**src/rtl/ps2_rx_fifo_if.sv**
```systemverilog
// ps2_rx_fifo_if: pop-side bus between the PS/2 receiver FIFO and its consumer.
//
// Handshake: 'ready' is high whenever the FIFO holds at least one byte and
// 'data' then shows the head byte. A byte is consumed on the rising clk edge
// where both 'ready' and 'read_next' are high; 'read_next' while 'ready' is low
// is ignored. 'overflow' is sticky until reset; 'frame_err' is a single-cycle
// pulse for a rejected frame.
interface ps2_rx_fifo_if;
    logic       read_next;
    logic       ready;
    logic [7:0] data;
    logic       overflow;
    logic       frame_err;

    // Receiver side: produces bytes and status, consumes pop requests.
    modport master (
        input  read_next,
        output ready,
        output data,
        output overflow,
        output frame_err
    );

    // Consumer side: issues pop requests, observes bytes and status.
    modport slave (
        output read_next,
        input  ready,
        input  data,
        input  overflow,
        input  frame_err
    );
endinterface

```
**src/rtl/ps2_rx_fifo.sv**
```systemverilog
// ps2_rx_fifo: PS/2 device-to-host receiver feeding a small byte FIFO.
//
// Raw ps2_clk/ps2_dat are synchronised into clk, 11-bit frames are
// deserialised on ps2_clk falling edges, and completed scan codes are queued
// for the downstream scan-code state machine. A partial frame is abandoned
// after TIMEOUT_CYC clk cycles without a ps2_clk fall.
//
// Optional feature macro: PS2_FRAME_CHECK_EN
//   defined   : frames need start=0, stop=1 and odd parity; bad frames are
//               dropped and pulse frame_err.
//   undefined : every completed frame is queued; frame_err is tied low.
//
// dbg_bit_cnt exposes the deserialiser position for observation.
module ps2_rx_fifo #(
    parameter int ADDR_W      = 3,
    parameter int TIMEOUT_CYC = 50000
) (
    input  logic          clk,
    input  logic          rst,
    input  logic          ps2_clk,
    input  logic          ps2_dat,
    ps2_rx_fifo_if.master bus,
    output logic [3:0]    dbg_bit_cnt
);

    localparam int DEPTH  = 1 << ADDR_W;
    localparam int IDLE_W = $clog2(TIMEOUT_CYC + 1);

    // ------------------------------------------------------------------
    // Synchroniser and falling-edge detect
    // ------------------------------------------------------------------
    logic [2:0] cs;
    logic [1:0] ds;
    logic       ps2_fall;
    logic       ps2_bit;

    // Shift raw lines into clk; reset to the idle-high bus level.
    always_ff @(posedge clk) begin
        if (rst) begin
            cs <= 3'b111;
            ds <= 2'b11;
        end else begin
            cs <= {cs[1:0], ps2_clk};
            ds <= {ds[0], ps2_dat};
        end
    end

    // ds[1] has the same latency as cs[1], so it is the bit present at the fall.
    assign ps2_fall = cs[2] & ~cs[1];
    assign ps2_bit  = ds[1];

    // ------------------------------------------------------------------
    // Deserialiser with idle timeout
    // ------------------------------------------------------------------
    logic [3:0]        bit_cnt;
    logic [10:0]       shreg;
    logic [IDLE_W-1:0] idle_cnt;
    logic [10:0]       frame_next;
    logic              frame_done;
    logic              idle_expired;
    logic              frame_ok;

    // Bits arrive LSB first, so each new bit enters at the top. On the
    // eleventh fall frame_next holds the whole frame with start at [0].
    assign frame_next   = {ps2_bit, shreg[10:1]};
    assign frame_done   = ps2_fall && (bit_cnt == 4'd10);
    assign idle_expired = (bit_cnt != 4'd0) &&
                          (idle_cnt == IDLE_W'(TIMEOUT_CYC - 1));

    // Count bits per frame; a stalled partial frame is silently discarded.
    always_ff @(posedge clk) begin
        if (rst) begin
            bit_cnt  <= 4'd0;
            shreg    <= 11'd0;
            idle_cnt <= '0;
        end else if (ps2_fall) begin
            shreg    <= frame_next;
            idle_cnt <= '0;
            bit_cnt  <= (bit_cnt == 4'd10) ? 4'd0 : bit_cnt + 4'd1;
        end else if (idle_expired) begin
            bit_cnt  <= 4'd0;
            idle_cnt <= '0;
        end else if (bit_cnt != 4'd0) begin
            idle_cnt <= idle_cnt + 1'b1;
        end
    end

    assign dbg_bit_cnt = bit_cnt;

    // shreg[0] is always shifted out before it could be read.
    logic unused_shreg_lsb;
    assign unused_shreg_lsb = shreg[0];

`ifdef PS2_FRAME_CHECK_EN
    logic frame_err_q;

    // Start low, stop high, and data plus parity carrying an odd count of ones.
    assign frame_ok = ~frame_next[0] & frame_next[10] & (^frame_next[9:1]);

    // One-cycle pulse in the cycle after a rejected frame completes.
    always_ff @(posedge clk) begin
        if (rst) begin
            frame_err_q <= 1'b0;
        end else begin
            frame_err_q <= frame_done & ~frame_ok;
        end
    end

    assign bus.frame_err = frame_err_q;
`else
    // Framing bits are ignored entirely in this build.
    logic unused_frame_bits;
    assign unused_frame_bits = ^{frame_next[10:9], frame_next[0]};
    assign frame_ok          = 1'b1;
    assign bus.frame_err     = 1'b0;
`endif

    // ------------------------------------------------------------------
    // Byte FIFO
    // ------------------------------------------------------------------
    logic [7:0]      mem [DEPTH];
    logic [ADDR_W:0] wr_ptr;
    logic [ADDR_W:0] rd_ptr;
    logic            empty;
    logic            full;
    logic            do_pop;
    logic            do_push;
    logic            do_drop;
    logic            overflow_q;

    // The extra pointer bit tells full from empty when the low bits match.
    assign empty = (wr_ptr == rd_ptr);
    assign full  = (wr_ptr[ADDR_W] != rd_ptr[ADDR_W]) &&
                   (wr_ptr[ADDR_W-1:0] == rd_ptr[ADDR_W-1:0]);

    // A pop in the completion cycle frees the slot the new byte needs.
    assign do_pop  = bus.read_next & ~empty;
    assign do_push = frame_done & frame_ok & (~full | do_pop);
    assign do_drop = frame_done & frame_ok & full & ~do_pop;

    // Storage; cleared on reset so data reads 0 while empty after reset.
    always_ff @(posedge clk) begin
        if (rst) begin
            for (int i = 0; i < DEPTH; i++) begin
                mem[i] <= 8'h00;
            end
        end else if (do_push) begin
            mem[wr_ptr[ADDR_W-1:0]] <= frame_next[8:1];
        end
    end

    // Pointers wrap naturally over ADDR_W+1 bits.
    always_ff @(posedge clk) begin
        if (rst) begin
            wr_ptr <= '0;
            rd_ptr <= '0;
        end else begin
            if (do_push) begin
                wr_ptr <= wr_ptr + 1'b1;
            end
            if (do_pop) begin
                rd_ptr <= rd_ptr + 1'b1;
            end
        end
    end

    // Sticky record of any accepted byte lost to a full FIFO.
    always_ff @(posedge clk) begin
        if (rst) begin
            overflow_q <= 1'b0;
        end else if (do_drop) begin
            overflow_q <= 1'b1;
        end
    end

    assign bus.ready    = ~empty;
    assign bus.data     = mem[rd_ptr[ADDR_W-1:0]];
    assign bus.overflow = overflow_q;

endmodule

```
**src/flat_wrapper.sv**
```systemverilog
// flat-port wrapper written by rule: the top's interface ports become plain ports
module ps2_rx_fifo_flat 
#(
    parameter int ADDR_W      = 3,
    parameter int TIMEOUT_CYC = 50000
)
  (clk, rst, ps2_clk, ps2_dat, dbg_bit_cnt, bus_read_next, bus_ready, bus_data, bus_overflow, bus_frame_err);
  ps2_rx_fifo_if bus_i ();
  input  logic clk;
  input  logic rst;
  input  logic ps2_clk;
  input  logic ps2_dat;
  output logic [3:0] dbg_bit_cnt;
  input wire logic [$bits(bus_i.read_next)-1:0] bus_read_next;
  output wire logic [$bits(bus_i.ready)-1:0] bus_ready;
  output wire logic [$bits(bus_i.data)-1:0] bus_data;
  output wire logic [$bits(bus_i.overflow)-1:0] bus_overflow;
  output wire logic [$bits(bus_i.frame_err)-1:0] bus_frame_err;
  assign bus_i.read_next = bus_read_next;
  assign bus_ready = bus_i.ready;
  assign bus_data = bus_i.data;
  assign bus_overflow = bus_i.overflow;
  assign bus_frame_err = bus_i.frame_err;
  ps2_rx_fifo #(.ADDR_W(ADDR_W), .TIMEOUT_CYC(TIMEOUT_CYC)) u_core (.clk(clk), .rst(rst), .ps2_clk(ps2_clk), .ps2_dat(ps2_dat), .bus(bus_i), .dbg_bit_cnt(dbg_bit_cnt));
endmodule
```
**config.mk**
```make
export PLATFORM = sky130hd
export DESIGN_NAME = ps2_rx_fifo_flat
export DESIGN_NICKNAME = d
export VERILOG_FILES = /design/src/rtl/ps2_rx_fifo_if.sv /design/src/rtl/ps2_rx_fifo.sv /design/src/flat_wrapper.sv
export SDC_FILE = /design/constraint.sdc
export NUM_CORES = 1
export LEC_CHECK = 0
export BUFFER_PORTS_ARGS = -buffer_cell sky130_fd_sc_hd__buf_2
export CORE_AREA = 10 10 162 164
export DETAILED_ROUTE_END_ITERATION = 8
export DIE_AREA = 0 0 172 174
export PLACE_DENSITY = 0.36
export SLEW_MARGIN = 20
export SYNTH_ARGS = -nofsm -noshare
export SYNTH_HDL_FRONTEND = slang
export SYNTH_SLANG_ARGS = --single-unit
```
**constraint.sdc**
```tcl
create_clock -name clk -period 3.3 [get_ports clk]
set_clock_uncertainty 0.15 [all_clocks]
set_input_delay 0.33 -clock clk [delete_from_list [all_inputs] [get_ports clk]]
set_output_delay 0.33 -clock clk [all_outputs]
set_load 0.01 [all_outputs]
```
Yosys cells after proc, flatten, opt, wreduce, memory -nomap -nowiden. Memories as Yosys holds them, arrays and structs flattened. A register that Yosys moved wholly into a read port is not among the register bits. Cells that the tools add are included. W data, S select, Z words.

RAM bits: 64. Word-level logic and storage cells: 48. Register bits after elaboration: 45. Memories: 1.

Reduce and logical (&&, ||, !) cells: 7. Equal/unequal tests: 5. Muxes and demuxes: 13. Add/subtract/negate cells: 4. Bitwise logic cells: 10.

Memory list: u_core.mem (depth 8, width 8, rd ports 1, clocked after Yosys merged registers in 1, write ports 8, RTL line ps2_rx_fifo.sv:121) `logic [7:0] mem [DEPTH];`.

Operators with widths (count): $add A16 B1 Y16 const B (1); $eq A16 B16 Y1 const B (1); $add A4 B1 Y4 const B (3); $mux W4 (3); $mux W3 (3); $mux W8 (1); $reduce_or A8 Y1 (1); $mux W1 (6); $and A1 B1 Y1 (5); $eq A4 B4 Y1 (1); $eq A4 B4 Y1 const B (1); $not A1 Y1 (4); $reduce_bool A4 Y1 (1); $eq A3 B3 Y1 (1); $logic_and A1 B1 Y1 (3); $reduce_or A3 Y1 (1); $reduce_bool A2 Y1 (1); $ne A1 B1 Y1 (1); $or A1 B1 Y1 (1).

Longest topological paths before layout.
Depth in word-level cells: 10. Depth in mapped cells: 8. Mapped depth without buffers: 6.

Least setup slack after synthesis. OpenSTA, ideal clock, no wires.

Path kind: register to register. From: register u_core.bit_cnt[0] (netlist: u_core.dbg_bit_cnt[0]). To: memory u_core.mem[0][0], enable pin. Path buffers: 2. Clock period less this slack: 2.462 ns. Data arrival time: 1.983 ns. Cell stages (with the launch flop): 9. Setup time: 0.329 ns. Setup slack: 0.838 ns. Cell sequence: dfxtp_1 inv_1 ha_1 and3b_1 buf_2 nand2_2 buf_4 a2111oi_4 or2_1.

RTL lines: from (decl) (RTL line ps2_rx_fifo.sv:55) `logic [3:0] bit_cnt;`; from (signal assigned) (RTL line ps2_rx_fifo.sv:79) `bit_cnt <= (bit_cnt == 4'd10) ? 4'd0 : bit_cnt + 4'd1;`; to (decl) (RTL line ps2_rx_fifo.sv:121).

==> results.md <==
* Worst Min Path Start: ps2_dat
* Global routing usage summed across all routing layers at under 10%
* Worst voltage drop across the vdd grid at 0.223 mV
* Detailed placer's ending HPWL at 8480 µm
* Post-Route Setup TNS at 0 ns
* Via density per instance at around 4.3
* Kind of path behind the tightest hold check: in -> reg
* Count of clock tree sinks at 110
* Clock share of power at 40.8%
* Critical register-to-register path startpoint: u_core.dbg_bit_cnt[0]
* Post-Synthesis Mean Instance Area at 12.4 µm²
* Standard cell core area at around 0.023 mm²
* Proportion of synthesized chip area in sequential cells at 54.7%
* Tmin final at 2.74 ns
* Clk slew on worst S/H paths at 0.07 ns
* Final core area utilization at 25.7%
* Total design power at 2.66 mW
* Vias in the first global route at approximately 3,400
* Post-synth design cell area at between 0.005 and 0.006 mm²
* Number of setup buffers added after CTS at 0
* Wire length of the first global-routing pass at 19,400 µm
* Clock tree root buffer cell: sky130_fd_sc_hd__clkbuf_16
* Sequential cell fraction of total power at 56.1%
* Die outline area at 0.0299 mm²
* Cell area after layout at 0.00594 mm²
* Kind of critical path: reg -> reg
* Iteration-0 DRC count of the detailed router at 170
* Post-synthesis cell count at 418
* Fmax at 365 MHz
* Setup repair after global routing missed its margin: no
* Clock latency on the worst-skew pair at 0.35 ns
* Logic pwr share at 3.1%
* FF+latch count, synth at 110
* Fill cell count at roughly 2,400
* Crit path capture type: flip-flop
* Count of final setup violators at 0
* Internal cell power at between 2 and 2.5 mW
* EDFF count, synth at 64
* Min-Delay Endpoint: u_core.ds[0]
* Synthesis warning total at 0
* Net switching power of the design at around 560 µW
* Largest net degree at the start of global routing at 41
* DP Worst Slack at 0.581 ns
* Run status: complete, no violations
* Setup slack of the critical path after layout at around 0.56 ns
* Number of distinct library cell variants in the gate-level netlist after synthesis at 55
* Wirelength, routed at 12,000 µm
* Most used DFF post-synth: sky130_fd_sc_hd__edfxtp_1
* # diodes at 0
* Path depth of the worst reg2reg path at 7
* First-pass iteration count of the detailed router at 4
* Top cells by area, synth: sky130_fd_sc_hd__edfxtp_1, sky130_fd_sc_hd__dfxtp_1, sky130_fd_sc_hd__and2_1
* Cell taking the most area after synthesis: sky130_fd_sc_hd__edfxtp_1
* Number of hold violations in the final report at 0
* Number of buffer cells added on primary ports at 18
* Avg WL per Cell at about 16 µm
* Layout overhead on the synthesized area at 14.4%
* Final instance count without filler cells at ~740
* Post-detailed-route count of antenna-violating nets at 0
* Count of max-cap constraint violations at 0
* H-tree depth reported by CTS at 3
* Number of antenna violations at the first check in global routing at 0
* Final hold slack at 0.0177 ns
* Worst-margin pin slew at roughly 0.67 ns
* Final RePlAce weighted congestion at about 0.75
* Layout cell share with drive strength beyond 1 at between 20 and 25%
* Worst r2r dst: u_core.mem[4][5]
* I/O pin count at 20
* Vertical extent of the die at 174 µm
* Ys async rst share at 0%
* Fraction of the cycle the final worst path needs at 83.1%
* Number of cells in the design after placement at around 720
* Fraction of post-synthesis cell area in the top cell type by area at a little under two fifths
* Number of cells on the worst hold path at 2
* Cells resized by post-CTS repair at 0
* Reg2reg setup slack at 0.56 ns
* Die width at roughly 170 µm
* Startpoint types: flip-flop
* Net count after synthesis at 429
* Required time at the endpoint of the critical path at 3.16 ns
* # hold bufs at CTS at 0
* Worst Path Arrival at ~2.6 ns
* # DRC at 0
* Slew HR at between 50% and 60%
* Leakage power at 2.02 nW
* Max-slew violations at 0
* Maximum clock path buffer count at 2
* CTS tree: built
* Leftover overflow at the end of global routing at 0
* Leading cell types in the layout, fill and taps excluded: sky130_fd_sc_hd__and2_1, sky130_fd_sc_hd__edfxtp_1, sky130_fd_sc_hd__dfxtp_1
* Site row count at 56
* Number of buffers created by CTS at 9
* Worst-path fanout max at 15
* Standard cell area after detailed placement at approximately 0.0057 mm²
* Vias after detailed routing at 3,163
* Power per Cell Area at approximately 450 mW/mm²
* Starting density of the core at 22.5%
* Switching share of total power at 21.2%
* Net count reported at finish at 453
## cells in the mapped netlist (all sizes together) (8+ instances only)
master   number
clkbuf       11
o21ai        10
edfxtp       64
buf           9
a21oi        16
nand3         8
or2          14
nand2        33
xnor2        11
mux2          8
a2111oi       9
and2         64
dfxtp        46
nor2         22
mux4         16
## kinds of logic after synthesis
logic type               after synthesis  synth area share, %
adder cells (fa/ha/maj)                6                 1.45
buffers and inverters                 27                 2.53
flip-flops                           110                 54.7
other                                  1               0.0722
multiplexers                          25                 8.86
AND/OR/NAND/NOR                      182                 19.8
AO/OA/AOI/OAI                         49                 9.42
XOR/XNOR                              18                 3.18
## worst max-delay path, cell delays in order (launching register included)
cell                        delay (ns)
sky130_fd_sc_hd__dfxtp_1          0.34
sky130_fd_sc_hd__inv_1            0.12
sky130_fd_sc_hd__ha_1             0.15
sky130_fd_sc_hd__and3b_1          0.30
sky130_fd_sc_hd__nand2_2          0.36
sky130_fd_sc_hd__a2111oi_4        0.44
sky130_fd_sc_hd__buf_4            0.20
sky130_fd_sc_hd__or2_1            0.34
## flip-flops by register name (all words and copies together) (netlist names), named ones only
signal / count
u_core.bus.overflow: 1
u_core.cs: 3
u_core.dbg_bit_cnt: 4
u_core.ds: 2
u_core.idle_cnt: 16
u_core.mem: 64
u_core.rd_ptr: 4
u_core.shreg: 9
u_core.wr_ptr: 4
## final cells by class
cell class / instances / area (µm²) / area share (%)
Sequential cell: 110 / 2840 / 47.8
Multi-Input combinational cell: 281 / 2220 / 37.4
Tap cell: 290 / 363 / 6.11
Clock buffer: 10 / 229 / 3.85
Timing Repair Buffer: 33 / 203 / 3.41
Clock inverter: 5 / 58.8 / 0.989
Inverter: 7 / 26.3 / 0.442
## layer usage
metal / routed length (µm) / share of wire [%] / global-route usage (%) / vias to the layer above
met1: 5630 / 47 / 10.9 / 1541
met2: 5710 / 48 / 13.3 / 50
li1: - / - / - / 1559
met4: 174 / 1.4 / 2.48 / 0
met3: 491 / 4.1 / 2.49 / 13
met5: 0 / 0 / 0 / -
## power groups by stage
stage | Sequential [mW] | Clock (mW) | Combinational (mW)
floorplan | 1.51 | 0 | 0.0566
global placement | 1.52 | 0 | 0.0852
detailed placement | 1.52 | 0 | 0.0856
CTS | 1.49 | 1.13 | 0.0858
global route | 1.49 | 1.19 | 0.0923
finish | 1.49 | 1.09 | 0.0826
## worst max path at each step
stage	start	to	slack [ns]	cells after the start
after CTS	u_core.dbg_bit_cnt[0]	u_core.mem[4][5]	0.55	7
after detailed placement	u_core.dbg_bit_cnt[0]	u_core.mem[4][0]	0.58	7
after floorplan	u_core.dbg_bit_cnt[0]	u_core.mem[0][0]	0.84	8
after global routing	u_core.dbg_bit_cnt[0]	u_core.mem[4][7]	0.35	7
after global placement	u_core.dbg_bit_cnt[0]	u_core.mem[5][2]	0.63	7
final	u_core.dbg_bit_cnt[0]	u_core.mem[4][5]	0.56	7
Power figures use the tool's default switching activity.
